## config.mk

```make
export PLATFORM = sky130hd
export DESIGN_NAME = narrow_saturate_32to16_flat
export DESIGN_NICKNAME = d
export VERILOG_FILES = /design/src/rtl/narrow_saturate_32to16_pkg.sv /design/src/rtl/narrow_saturate_32to16_if.sv /design/src/rtl/narrow_saturate_32to16_range_check.sv /design/src/rtl/narrow_saturate_32to16.sv /design/src/flat_wrapper.sv
export SDC_FILE = /design/constraint.sdc
export NUM_CORES = 1
export LEC_CHECK = 0
export BUFFER_PORTS_ARGS = -buffer_cell sky130_fd_sc_hd__buf_2
export CORE_MARGIN = 1
export CORE_UTILIZATION = 40
export CTS_CLUSTER_DIAMETER = 30
export DETAILED_ROUTE_END_ITERATION = 16
export GPL_TIMING_DRIVEN = 0
export HOLD_SLACK_MARGIN = 0.06
export PLACE_DENSITY = 0.66
export SYNTH_ARGS = -nofsm -noshare
export SYNTH_HDL_FRONTEND = slang
export SYNTH_HIERARCHICAL = 1
export SYNTH_SLANG_ARGS = --single-unit
```

## constraint.sdc

```tcl
create_clock -name clk -period 3.1 [get_ports clk]
set_input_delay 0.31 -clock clk [delete_from_list [all_inputs] [get_ports clk]]
set_output_delay 0.31 -clock clk [all_outputs]
set_load 0.01 [all_outputs]
```

## src/rtl/narrow_saturate_32to16_pkg.sv

```systemverilog
// Shared definitions for the 32-to-16 narrowing/saturation block and its users.
package narrow_saturate_32to16_pkg;

    localparam int IN_W_DEF  = 32;
    localparam int OUT_W_DEF = 16;
    localparam int CNT_W_DEF = 16;

    // Clamp values used when an out-of-range word is saturated.
    localparam logic [OUT_W_DEF-1:0] SAT_POS = 16'h7FFF;
    localparam logic [OUT_W_DEF-1:0] SAT_NEG = 16'h8000;

    // Narrowed word plus its out-of-range flag, as carried down the pipeline.
    typedef struct packed {
        logic [OUT_W_DEF-1:0] data;
        logic                 ovf;
    } narrow_payload_t;

endpackage

```

## src/rtl/narrow_saturate_32to16_if.sv

```systemverilog
// Valid/ready stream bundle: wide signed words in, narrowed words out.
interface narrow_saturate_32to16_if
    import narrow_saturate_32to16_pkg::*;
#(
    parameter int IN_W  = IN_W_DEF,
    parameter int OUT_W = OUT_W_DEF
);
    logic             in_valid;
    logic             in_ready;
    logic [IN_W-1:0]  in_data;
    logic             in_sat_en;
    logic             out_valid;
    logic             out_ready;
    logic [OUT_W-1:0] out_data;
    logic             out_ovf;

    // Producer of input words and consumer of narrowed words.
    modport master (
        output in_valid, in_data, in_sat_en, out_ready,
        input  in_ready, out_valid, out_data, out_ovf
    );

    // The narrowing block itself.
    modport slave (
        input  in_valid, in_data, in_sat_en, out_ready,
        output in_ready, out_valid, out_data, out_ovf
    );
endinterface

```

## src/rtl/narrow_saturate_32to16_range_check.sv

```systemverilog
// Combinational range check: does a signed wide word survive narrowing, and
// what should the narrow result be (truncated or clamped).
module narrow_saturate_32to16_range_check
    import narrow_saturate_32to16_pkg::*;
#(
    parameter int IN_W  = IN_W_DEF,
    parameter int OUT_W = OUT_W_DEF
) (
    input  logic [IN_W-1:0]  in_data,
    input  logic             sat_en,
    output logic [OUT_W-1:0] result,
    output logic             ovf
);

    // Bits from the narrow sign bit up to the wide sign bit must all agree.
    localparam int HI_N = IN_W - OUT_W + 1;

    logic [HI_N-1:0] bit_match;
    logic            fits;

    genvar gi;
    generate
        for (gi = 0; gi < HI_N; gi++) begin : g_match
            assign bit_match[gi] = (in_data[OUT_W-1+gi] == in_data[IN_W-1]);
        end
    endgenerate

    assign fits = &bit_match;

    // Truncate by default; clamp toward the sign only when asked and needed.
    always_comb begin
        ovf    = !fits;
        result = in_data[OUT_W-1:0];
        if (!fits && sat_en) begin
            result = in_data[IN_W-1] ? SAT_NEG : SAT_POS;
        end
    end

endmodule

```

## src/rtl/narrow_saturate_32to16.sv

```systemverilog
// Two-stage valid/ready pipeline narrowing 32-bit signed words to 16 bits,
// with a sticky overflow flag and a saturating overflow event counter.
module narrow_saturate_32to16
    import narrow_saturate_32to16_pkg::*;
#(
    parameter int IN_W  = IN_W_DEF,
    parameter int OUT_W = OUT_W_DEF,
    parameter int CNT_W = CNT_W_DEF
) (
    input  logic                      clk,
    input  logic                      rst_n,
    narrow_saturate_32to16_if.slave   bus,
    input  logic                      clr,
    output logic                      ovf_sticky,
    output logic [CNT_W-1:0]          ovf_count
);

    logic            s1_valid_reg;
    narrow_payload_t s1_payload_reg;
    logic            s2_valid_reg;
    narrow_payload_t s2_payload_reg;
    logic            ovf_sticky_reg;
    logic [CNT_W-1:0] ovf_count_reg;

    narrow_payload_t cand;
    logic            s2_advance;
    logic            s1_advance;
    logic            in_ready_int;
    logic            accept;
    logic            deliver;
    logic            ovf_event;

    // Range check on the incoming word; its verdict (fits = !ovf) and the
    // narrowed candidate are captured in stage 1 at acceptance, so the mode
    // bit is frozen per word and later sat_en changes cannot leak in.
    narrow_saturate_32to16_range_check #(
        .IN_W  (IN_W),
        .OUT_W (OUT_W)
    ) u_range_check (
        .in_data (bus.in_data),
        .sat_en  (bus.in_sat_en),
        .result  (cand.data),
        .ovf     (cand.ovf)
    );

    // Handshake: stage 2 moves when empty or being drained, stage 1 follows it.
    // rst_n gates in_ready so nothing is offered as accepted while in reset.
    assign s2_advance   = !s2_valid_reg || bus.out_ready;
    assign s1_advance   = s2_advance;
    assign in_ready_int = rst_n && (!s1_valid_reg || s1_advance);
    assign accept       = bus.in_valid && in_ready_int;
    assign deliver      = s2_valid_reg && bus.out_ready;
    assign ovf_event    = deliver && s2_payload_reg.ovf;

    // Pipeline registers; payloads only load when a real word moves in so
    // out_data stays put while the output is stalled or idle.
    always_ff @(posedge clk or negedge rst_n) begin
        if (!rst_n) begin
            s1_valid_reg   <= 1'b0;
            s1_payload_reg <= '0;
            s2_valid_reg   <= 1'b0;
            s2_payload_reg <= '0;
        end else begin
            if (s1_advance) begin
                s2_valid_reg <= s1_valid_reg;
                if (s1_valid_reg) begin
                    s2_payload_reg <= s1_payload_reg;
                end
            end
            if (in_ready_int) begin
                s1_valid_reg <= bus.in_valid;
                if (accept) begin
                    s1_payload_reg <= cand;
                end
            end
        end
    end

    // Overflow bookkeeping on delivery; a clear in the same cycle as an
    // overflow delivery leaves exactly that one event recorded.
    always_ff @(posedge clk or negedge rst_n) begin
        if (!rst_n) begin
            ovf_sticky_reg <= 1'b0;
            ovf_count_reg  <= '0;
        end else if (clr) begin
            ovf_sticky_reg <= ovf_event;
            ovf_count_reg  <= ovf_event ? CNT_W'(1) : '0;
        end else if (ovf_event) begin
            ovf_sticky_reg <= 1'b1;
            if (ovf_count_reg != '1) begin
                ovf_count_reg <= ovf_count_reg + CNT_W'(1);
            end
        end
    end

    assign bus.in_ready  = in_ready_int;
    assign bus.out_valid = s2_valid_reg;
    assign bus.out_data  = s2_payload_reg.data;
    assign bus.out_ovf   = s2_payload_reg.ovf;
    assign ovf_sticky    = ovf_sticky_reg;
    assign ovf_count     = ovf_count_reg;

endmodule
```

## src/flat_wrapper.sv

```systemverilog
// flat-port wrapper written by rule: the top's interface ports become plain ports
module narrow_saturate_32to16_flat import narrow_saturate_32to16_pkg::*;
#(
    parameter int IN_W  = IN_W_DEF,
    parameter int OUT_W = OUT_W_DEF,
    parameter int CNT_W = CNT_W_DEF
)
  (clk, rst_n, clr, ovf_sticky, ovf_count, bus_in_valid, bus_in_data, bus_in_sat_en, bus_out_ready, bus_in_ready, bus_out_valid, bus_out_data, bus_out_ovf);
  narrow_saturate_32to16_if #(.IN_W(IN_W), .OUT_W(OUT_W)) bus_i ();
  input  logic clk;
  input  logic rst_n;
  input  logic clr;
  output logic ovf_sticky;
  output logic [CNT_W-1:0] ovf_count;
  input wire logic [$bits(bus_i.in_valid)-1:0] bus_in_valid;
  input wire logic [$bits(bus_i.in_data)-1:0] bus_in_data;
  input wire logic [$bits(bus_i.in_sat_en)-1:0] bus_in_sat_en;
  input wire logic [$bits(bus_i.out_ready)-1:0] bus_out_ready;
  output wire logic [$bits(bus_i.in_ready)-1:0] bus_in_ready;
  output wire logic [$bits(bus_i.out_valid)-1:0] bus_out_valid;
  output wire logic [$bits(bus_i.out_data)-1:0] bus_out_data;
  output wire logic [$bits(bus_i.out_ovf)-1:0] bus_out_ovf;
  assign bus_i.in_valid = bus_in_valid;
  assign bus_i.in_data = bus_in_data;
  assign bus_i.in_sat_en = bus_in_sat_en;
  assign bus_i.out_ready = bus_out_ready;
  assign bus_in_ready = bus_i.in_ready;
  assign bus_out_valid = bus_i.out_valid;
  assign bus_out_data = bus_i.out_data;
  assign bus_out_ovf = bus_i.out_ovf;
  narrow_saturate_32to16 #(.IN_W(IN_W), .OUT_W(OUT_W), .CNT_W(CNT_W)) u_core (.clk(clk), .rst_n(rst_n), .bus(bus_i), .clr(clr), .ovf_sticky(ovf_sticky), .ovf_count(ovf_count));
endmodule
```

==> metrics.csv, run 1 <==
stage;metric;value;unit
floorplan;core area;6350;um^2
yosys;asr flop ratio synth;100.0;%
floorplan;Rows;29;
setup_path;Critical Path RT;3.31;ns
power;leak pwr;1.573;nW
yosys;Avg Cell Area, Syn;12.34;um^2
sta;Hold Slack;0.2331;ns
sta;max-slew violation count;0;
yosys;YS warnings;6;
detailed_routing;routed vias;1971;
status;status;finished clean;
detailed_routing;Iteration-0 DRC Markers;65;
placed_design;post-detail-place hpwl;3855;um
placed_design;GP Congestion;0.7976;
yosys;post-synthesis sequential area ratio;50.45;%
clocking;CTS tree;yes;
setup_path;Worst R2R Start;u_core/ovf_count[0];
flow_run;Max Cap Viol;0;
layout;Layout area overhead;21.13;%
grt;first-pass GRT wire length;9549;um
yosys;Synth Flop Type;dfrtp_1;
yosys;number of flops mapped to enable cells by yosys;0;
floorplan;num ports;74;
min_path;class of the worst hold path;in -> async;
setup_path;worst setup path category;in -> reg;
layout;Final nets;331;
setup_path;CP startpoint kind;primary input;
sta;Fin Setup TNS;0;ns
sta;Fin. Hold Viols;0;
yosys;Synth Register Bits;53;
yosys;top cells by area, synth;dfrtp_1, mux2_2, mux2_4;
detailed_routing;Antenna Nets Post-Route;0;
layout;most common cell after layout, fill and taps aside;buf_2;
clocking;clk sinks;53;
sta;Fmax;0.4942;GHz
clocking;post-CTS setup buffer count;0;
placed_design;Setup WS pre-CTS;0.7364;ns
detailed_routing;length of the first detailed-routing pass in iterations;4;
sta;minimum clock period;2.023;ns
yosys;biggest area consumer among synthesized cells;dfrtp_1;
clocking;Post-CTS Resized;0;
power;Worst VDD drop;0.4322;mV
layout;design area;3184;um^2
yosys;Yosys top cell area share;50.45;%
floorplan;Die Y;83.07;um
yosys;Yosys cell types;47;
grt;largest net degree at the start of global routing;55;
detailed_routing;vias per inst;5.327;
sta;clock skew;0.01400;ns
sta;final worst slack;1.077;ns
clocking;CTS Root Cell;clkbuf_8;
clocking;hold buffer count at CTS;0;
setup_path;R2R Path End;u_core/ovf_count[1];
layout;most frequent cells in the layout;buf_2, dfrtp_1, mux2_2;
grt;grt ovf;0;
grt;GRT Total Usage;17.08;%
yosys;Synth Cell Area;2629;um^2
power;Cell Pwr Density;556.1;nW/um^2
placed_design;Cell Area, Placed;3085;um^2
placed_design;PortBufs;72;
clocking;Clock Path Buffers;2;
sta;final number of setup-violating endpoints;0;
sta;Rel. slew slack;21.14;%
floorplan;die area;6900;um^2
setup_path;R2R setup slack;1.36;ns
layout;antenna cells;0;
floorplan;effective utilization at floorplan;41.40;%
grt;vias in the first global route;1995;
yosys;syn_nets;252;
setup_path;CP Capture Type;register;
layout;share of cells above drive strength 1;43.34;%
setup_path;Reg2Reg Depth;5;
clocking;H-tree depth;2;
sta;RSZ-0062 raised after global routing;false;
clocking;Clock Pin Slew Worst Setup and Hold Paths;0.10;ns
layout;Fillers;584;
setup_path;critical path fanouts, max;10;
layout;final core utilization;50.15;%
detailed_routing;Routed WL per cell;14.62;um
sta;period utilization;65.27;%
layout;max reg flops;17;
floorplan;Die Wd;83.07;um
yosys;Synth Instances;213;
sta;slew at the pin closest to its max-slew limit;1.183;ns
clocking;cts bufs inserted;5;
grt;initial antenna violation count;0;
detailed_routing;Remaining DRCs;0;
setup_path;CP Data Arrival Time;2.23;ns
clocking;clock latency on the worst-skew pair;0.31;ns
detailed_routing;Total Wirelength;5410;um
==> per-layer routing <==
layer / vias up / share of wire [%] / wire length (um) / track usage, %
met5: - / 0 / 0 / 0
li1: 949 / - / - / -
met4: 0 / 0.98 / 53 / 4.545
met2: 53 / 47 / 2546 / 27.79
met1: 962 / 46 / 2491 / 21.99
met3: 7 / 5.9 / 318 / 5.467
==> worst max-delay path by stage <==
stage	start	endpoint	depth (start not counted)	slack [ns]
floorplan	bus_in_data[25]	u_core/s1_payload_reg[6]	8	0.98
global placement	bus_in_data[25]	u_core/s1_payload_reg[6]	9	0.76
detailed placement	rst_n	u_core/s1_payload_reg[15]	5	0.74
CTS	rst_n	bus_in_ready	3	0.99
global route	rst_n	bus_in_ready	3	0.89
finish	bus_in_data[18]	u_core/s1_payload_reg[14]	9	1.08
==> power by group <==
| part | total (mW) | switching, mW | internal [mW] |
|---|---|---|---|
| logic | 0.432 | 0.199 | 0.234 |
| registers | 0.919 | 0.0810 | 0.838 |
| clock network | 0.419 | 0.235 | 0.184 |
==> metrics by stage <==
step	power [mW]	instances
5_1_grt	1.873	370
3_3_place_gp	1.359	362
3_5_place_dp	1.371	362
6_report	1.771	370
4_1_cts	1.797	370
2_1_floorplan	1.180	213
==> area by class of cell <==
type / instances / area [um^2] / share of cell area [%]
Clock buffer: 6 / 82.58 / 2.593
Clock inverter: 2 / 16.27 / 0.5108
Sequential cell: 53 / 1326 / 41.65
Tap cell: 77 / 96.34 / 3.026
Multi-Input combinational cell: 147 / 1224 / 38.43
Timing Repair Buffer: 72 / 360.3 / 11.32
Inverter: 5 / 18.77 / 0.5894
Buffer: 8 / 60.06 / 1.886
==> worst max-delay path, stage by stage <==
cell and delay (ns):
buf_2 0.10, or4_1 0.52, nor4_1 0.26, o22ai_1 0.15, and3b_1 0.21, buf_6 0.13
buf_6 0.13, a21o_1 0.15, mux2_4 0.26
==> synth_stat cells (4+ instances only) <==
library cell  number
o21ai_0            4
a21o_1            15
mux2_2            17
nand3_1            9
nor3_1             6
mux2_1             9
xor2_1             5
mux2_4             9
nand4_1            7
nand2_1            7
dfrtp_1           53
a21oi_1            9
inv_1              5
xnor2_1            4
==> cells by family after synthesis <==
family	Yosys count	share of synthesized area [%]
compound gates	40	10.09
xor+xnor	9	2.998
fa+ha+maj	1	0.4759
buf+inv	13	2.998
flops	53	50.45
mux	35	16.28
simple gates	62	16.71
(Power assumes the default switching activity.)
==> inputs of run 2 (changes only) <==
Settings changed: PLACE_DENSITY 0.66 to 0.68.
Clock period 3.1 ns to 1.6 ns, I/O delays scaled along.
==> run 2 against run 1 <==
The run now ends with negative hold slack, negative setup slack left. Final area is 5.6% higher. Worst hold slack lost 0.36 ns. Register-to-register slack worse by 1.3 ns. Final cell count is 2.2% higher. Critical path depth shrank 1. Sequential share of layout area shrank 2.1 points. Global-route usage fell by 0.25 points. Power increased by 100%. Setup slack worse by 1.2 ns. Clock skew decreased by 0.011 ns. Combinational power grew 110%. Non-clock buffer count increased by 8. Critical endpoint is now u_core/s1_payload_reg[6].
==> metrics.csv, run 2 (same netlist as run 1, synthesis figures left out) <==
stage;metric;value;unit
setup_path;critical path fanouts, max;10;
clocking;Clock Pin Slew Worst Setup and Hold Paths;0.10;ns
clocking;clock latency on the worst-skew pair;0.30;ns
layout;antenna cells;0;
sta;Fin. Hold Viols;53;
floorplan;Die Y;83.07;um
clocking;H-tree depth;2;
floorplan;Rows;29;
sta;minimum clock period;1.722;ns
layout;max reg flops;17;
power;leak pwr;1.677;nW
layout;most common cell after layout, fill and taps aside;buf_2;
placed_design;post-detail-place hpwl;3816;um
layout;design area;3362;um^2
flow_run;Max Cap Viol;0;
clocking;cts bufs inserted;5;
sta;period utilization;107.6;%
detailed_routing;routed vias;2032;
layout;Layout area overhead;27.89;%
power;Cell Pwr Density;1075;nW/um^2
setup_path;R2R Path End;u_core/s1_payload_reg[9];
placed_design;Setup WS pre-CTS;-0.6121;ns
setup_path;worst setup path category;in -> reg;
floorplan;die area;6900;um^2
placed_design;PortBufs;72;
layout;most frequent cells in the layout;buf_2, dfrtp_1, mux2_2, a21o_1, mux2_4;
layout;final non-filler cell total;378;
setup_path;Worst R2R Start;u_core/bus.out_valid;
sta;final number of setup-violating endpoints;13;
setup_path;R2R setup slack;0.04;ns
clocking;Clock Path Buffers;2;
floorplan;effective utilization at floorplan;41.40;%
setup_path;Critical Path RT;1.80;ns
grt;first-pass GRT wire length;9501;um
sta;Fmax;0.5806;GHz
min_path;class of the worst hold path;in -> async;
setup_path;CP Capture Type;register;
grt;GRT Total Usage;16.83;%
status;status;finished with violations;
setup_path;CP Data Arrival Time;1.92;ns
setup_path;Setup crit start;bus_in_data[28];
detailed_routing;Antenna Nets Post-Route;0;
detailed_routing;Total Wirelength;5534;um
detailed_routing;Iteration-0 DRC Markers;85;
setup_path;Reg2Reg Depth;5;
clocking;CTS Root Cell;clkbuf_8;
floorplan;core area;6350;um^2
placed_design;GP Congestion;0.8155;
sta;slew at the pin closest to its max-slew limit;0.6575;ns
sta;clock skew;0.003385;ns
sta;RSZ-0062 raised after global routing;true;
sta;max-slew violation count;0;
sta;final worst slack;-0.1223;ns
layout;Final nets;339;
detailed_routing;vias per inst;5.376;
sta;Hold Slack;-0.1227;ns
grt;grt ovf;0;
floorplan;Die Wd;83.07;um
layout;share of cells above drive strength 1;48.84;%
detailed_routing;length of the first detailed-routing pass in iterations;5;
clocking;clk sinks;53;
grt;initial antenna violation count;0;
detailed_routing;Routed WL per cell;14.64;um
power;total power;3.615;mW
placed_design;Cell Area, Placed;3089;um^2
setup_path;CP startpoint kind;primary input;
setup_path;CP Capture Point;u_core/s1_payload_reg[6];
grt;vias in the first global route;2050;
sta;Rel. slew slack;56.17;%
detailed_routing;Remaining DRCs;0;
clocking;CTS tree;yes;
power;Worst VDD drop;0.8012;mV
status;failing checks;negative hold slack, negative setup slack;
grt;largest net degree at the start of global routing;55;
placed_design;placed cells;362;
floorplan;num ports;74;
## run 2: critical path, stage by stage
cell     delay, ns
buf_6         0.09
or4_4         0.53
nor4_4        0.17
o22ai_2       0.13
and3b_2       0.27
buf_8         0.16
a21o_1        0.15
mux2_4        0.26
## run 2: power breakdown
part	internal [mW]	switching, mW	total [mW]
clock network	0.480	0.467	0.947
logic	0.489	0.409	0.897
registers	1.62	0.146	1.77
## run 2: how the worst min path moves through the flow
| stage | from | endpoint | slack, ns | cells after the start |
|---|---|---|---|---|
| floorplan | rst_n | u_core/bus.out_data[0] | -0.14 | 0 |
| global placement | u_core/s1_payload_reg[6] | u_core/bus.out_data[5] | 0.46 | 1 |
| detailed placement | rst_n | u_core/ovf_count[6] | 0.47 | 1 |
| CTS | rst_n | u_core/s1_payload_reg[1] | -0.1 | 1 |
| global route | rst_n | u_core/ovf_count[6] | -0.08 | 1 |
| finish | rst_n | u_core/ovf_count[7] | -0.12 | 1 |
## run 2: routing by layer
layer / vias to the layer above / track usage, % / wire (um)
li1: 963 / - / -
met1: 985 / 21.58 / 2392
met2: 78 / 28.02 / 2717
met3: 6 / 4.771 / 385
met4: 0 / 4.389 / 39
met5: - / 0 / 0
## run 2: cell type report
class | count | area, um^2
Buffer | 7 | 57.56
Fill cell | 572 | 2988
Timing Repair Buffer | 81 | 446.7
Clock inverter | 3 | 50.05
Clock buffer | 5 | 68.82
Sequential cell | 53 | 1329
Tap cell | 77 | 96.34
Multi-Input combinational cell | 147 | 1295
Inverter | 5 | 18.77
## run 2: metrics by stage
stage	hold slack, ns	setup TNS, ns	utilization [%]
2_1_floorplan	-0.1356	-4.825	-
3_3_place_gp	0.4648	-9.799	48.65
3_5_place_dp	0.4707	-10.70	48.65
4_1_cts	-0.09772	-1.190	52.22
5_1_grt	-0.07592	-2.488	52.95
6_report	-0.1227	-1.399	52.95
## run 2: repair_timing
action,CTS,global route
gates resized for setup,13,11
endpoints found under the hold margin,53,53
pin swaps,7,3
setup buffers,8,2
endpoints found under the setup margin,34,29
==> inputs of run 3 (changes only) <==
==> constraint.sdc (replaced) <==
create_clock -name clk -period 1.6 [get_ports clk]
set_input_delay 0.32 -clock clk [delete_from_list [all_inputs] [get_ports clk]]
set_output_delay 0.32 -clock clk [all_outputs]
set_load 0.01 [all_outputs]
==> run 3 against run 2 <==
The flow still finishes with violations (negative hold slack, negative setup slack). Sequential share of layout area is 0.76 points lower. First-iteration DRC count unchanged. Routed wire length up 1.2%. Global-route usage is 0.22 points higher. Via count about the same. Sequential power is essentially flat. Register-to-register slack better by 0.02 ns. Die area unchanged. Fmax down 8.3%. Critical path type unchanged. Critical endpoint unchanged.
==> metrics.csv, run 3 (same netlist as run 1, synthesis figures left out) <==
stage;metric;value;unit
status;status;finished with violations;
status;failing checks;negative hold slack, negative setup slack;
layout;multi-input logic area;1315;um^2
layout;Register Area;1330;um^2
setup_path;critical path fanouts, max;10;
clocking;CTS tree;yes;
sta;Fmax;0.5325;GHz
floorplan;num ports;74;
clocking;CTS Root Cell;clkbuf_8;
grt;initial antenna violation count;0;
sta;period utilization;117.4;%
clocking;Clock Path Buffers;2;
grt;GRT Total Usage;17.04;%
setup_path;CP Capture Type;register;
floorplan;core area;6350;um^2
layout;share of cells above drive strength 1;50.82;%
sta;final number of setup-violating endpoints;17;
setup_path;CP Capture Point;u_core/s1_payload_reg[6];
placed_design;GP Congestion;0.8155;
floorplan;effective utilization at floorplan;41.40;%
sta;Rel. slew slack;62.11;%
detailed_routing;Routed WL per cell;14.66;um
layout;most frequent cells in the layout;buf_2, dfrtp_1, mux2_4;
setup_path;worst setup path category;in -> reg;
sta;max-slew violation count;0;
clocking;clk sinks;53;
sta;clock skew;0.003478;ns
setup_path;R2R Path End;u_core/s1_payload_reg[9];
setup_path;CP startpoint kind;primary input;
detailed_routing;Total Wirelength;5599;um
layout;most common cell after layout, fill and taps aside;buf_2;
detailed_routing;Iteration-0 DRC Markers;85;
layout;final non-filler cell total;382;
detailed_routing;routed vias;2033;
sta;Hold Slack;-0.05678;ns
sta;Fin. Hold Viols;53;
setup_path;Critical Path RT;1.80;ns
layout;Final nets;343;
layout;Layout area overhead;30.51;%
sta;RSZ-0062 raised after global routing;true;
setup_path;Reg2Reg Depth;5;
setup_path;Setup crit start;bus_in_data[28];
placed_design;placed cells;362;
detailed_routing;vias per inst;5.322;
clocking;clock latency on the worst-skew pair;0.31;ns
layout;Fillers;562;
floorplan;Rows;29;
power;Worst VDD drop;0.8036;mV
setup_path;CP Data Arrival Time;2.08;ns
min_path;class of the worst hold path;in -> async;
setup_path;Worst R2R Start;u_core/bus.out_valid;
floorplan;Die Y;83.07;um
grt;grt ovf;0;
power;Cell Pwr Density;1064;nW/um^2
floorplan;Die Wd;83.07;um
setup_path;R2R setup slack;0.06;ns
grt;vias in the first global route;2062;
sta;final worst slack;-0.2779;ns
power;total power;3.650;mW
flow_run;Max Cap Viol;0;
grt;largest net degree at the start of global routing;55;
power;leak pwr;1.721;nW
floorplan;die area;6900;um^2
layout;max reg flops;17;
sta;minimum clock period;1.878;ns
clocking;Clock Pin Slew Worst Setup and Hold Paths;0.10;ns
placed_design;PortBufs;72;
detailed_routing;Antenna Nets Post-Route;0;
detailed_routing;length of the first detailed-routing pass in iterations;5;
grt;first-pass GRT wire length;9632;um
sta;slew at the pin closest to its max-slew limit;0.5684;ns
clocking;H-tree depth;2;
clocking;cts bufs inserted;5;
placed_design;post-detail-place hpwl;3816;um
layout;antenna cells;0;
detailed_routing;Remaining DRCs;0;
[run 3: layout make-up]
cell class                 instances  area share (%)
tap                               77           2.808
clock inverter                     3           1.459
clock buffer                       5           2.006
multi-input combinational        147           38.33
timing repair buffer              85           14.41
buffer                             7           1.678
inverter                           5          0.5470
sequential                        53           38.77
[run 3: critical path, stage by stage]
cell and delay [ns]:
buf_6 0.09, or4_4 0.53, nor4_4 0.18, o22ai_2 0.12, and3b_2 0.27, buf_8 0.16
a21o_1 0.15, mux2_4 0.26
[run 3: routing by layer]
| metal | up-vias | routed length (um) | GRT usage, % | part of all wire [%] |
|---|---|---|---|---|
| met5 | - | 0 | 0 | 0 |
| met3 | 4 | 360 | 5.070 | 6.4 |
| met1 | 994 | 2425 | 21.65 | 43 |
| met2 | 63 | 2777 | 28.61 | 50 |
| met4 | 0 | 35 | 4.075 | 0.63 |
| li1 | 972 | - | - | - |
[run 3: stage by stage]
step	cell area [um^2]	setup slack [ns]	hold WS [ns]	utilization, %	setup TNS (ns)
finish	3431	-0.2779	-0.05678	54.03	-3.970
global route	3431	-0.3245	-0.02906	54.03	-4.651
CTS	3368	-0.2458	-0.03814	53.04	-3.357
detailed placement	3089	-0.7721	0.4736	48.65	-14.52
global placement	3089	-0.7397	0.4648	48.65	-13.55
floorplan	2633	-0.5124	0.02441	-	-7.385
[run 3: how the worst min path moves through the flow]
stage,startpoint,endpoint,slack [ns],cells after the start
global route,rst_n,u_core/ovf_count[6],-0.03,1
detailed placement,u_core/s1_payload_reg[6],u_core/s1_payload_reg[6],0.47,1
CTS,rst_n,u_core/s1_payload_reg[1],-0.04,1
global placement,u_core/s1_payload_reg[6],u_core/bus.out_data[5],0.46,1
finish,rst_n,u_core/ovf_count[7],-0.06,1
floorplan,rst_n,u_core/bus.out_data[0],0.02,0
[run 3: what timing repair did]
item,CTS,global route
resized for setup,23,11
setup endpoints to repair,34,30
endpoints found under the hold margin,53,53
buffers inserted,13,3
pin swaps,8,2
gates cloned,0,0
[run 3: power by group]
part	total, mW	internal [mW]	switching [mW]
combinational	0.927	0.514	0.413
sequential	1.77	1.63	0.148
clock	0.949	0.480	0.469
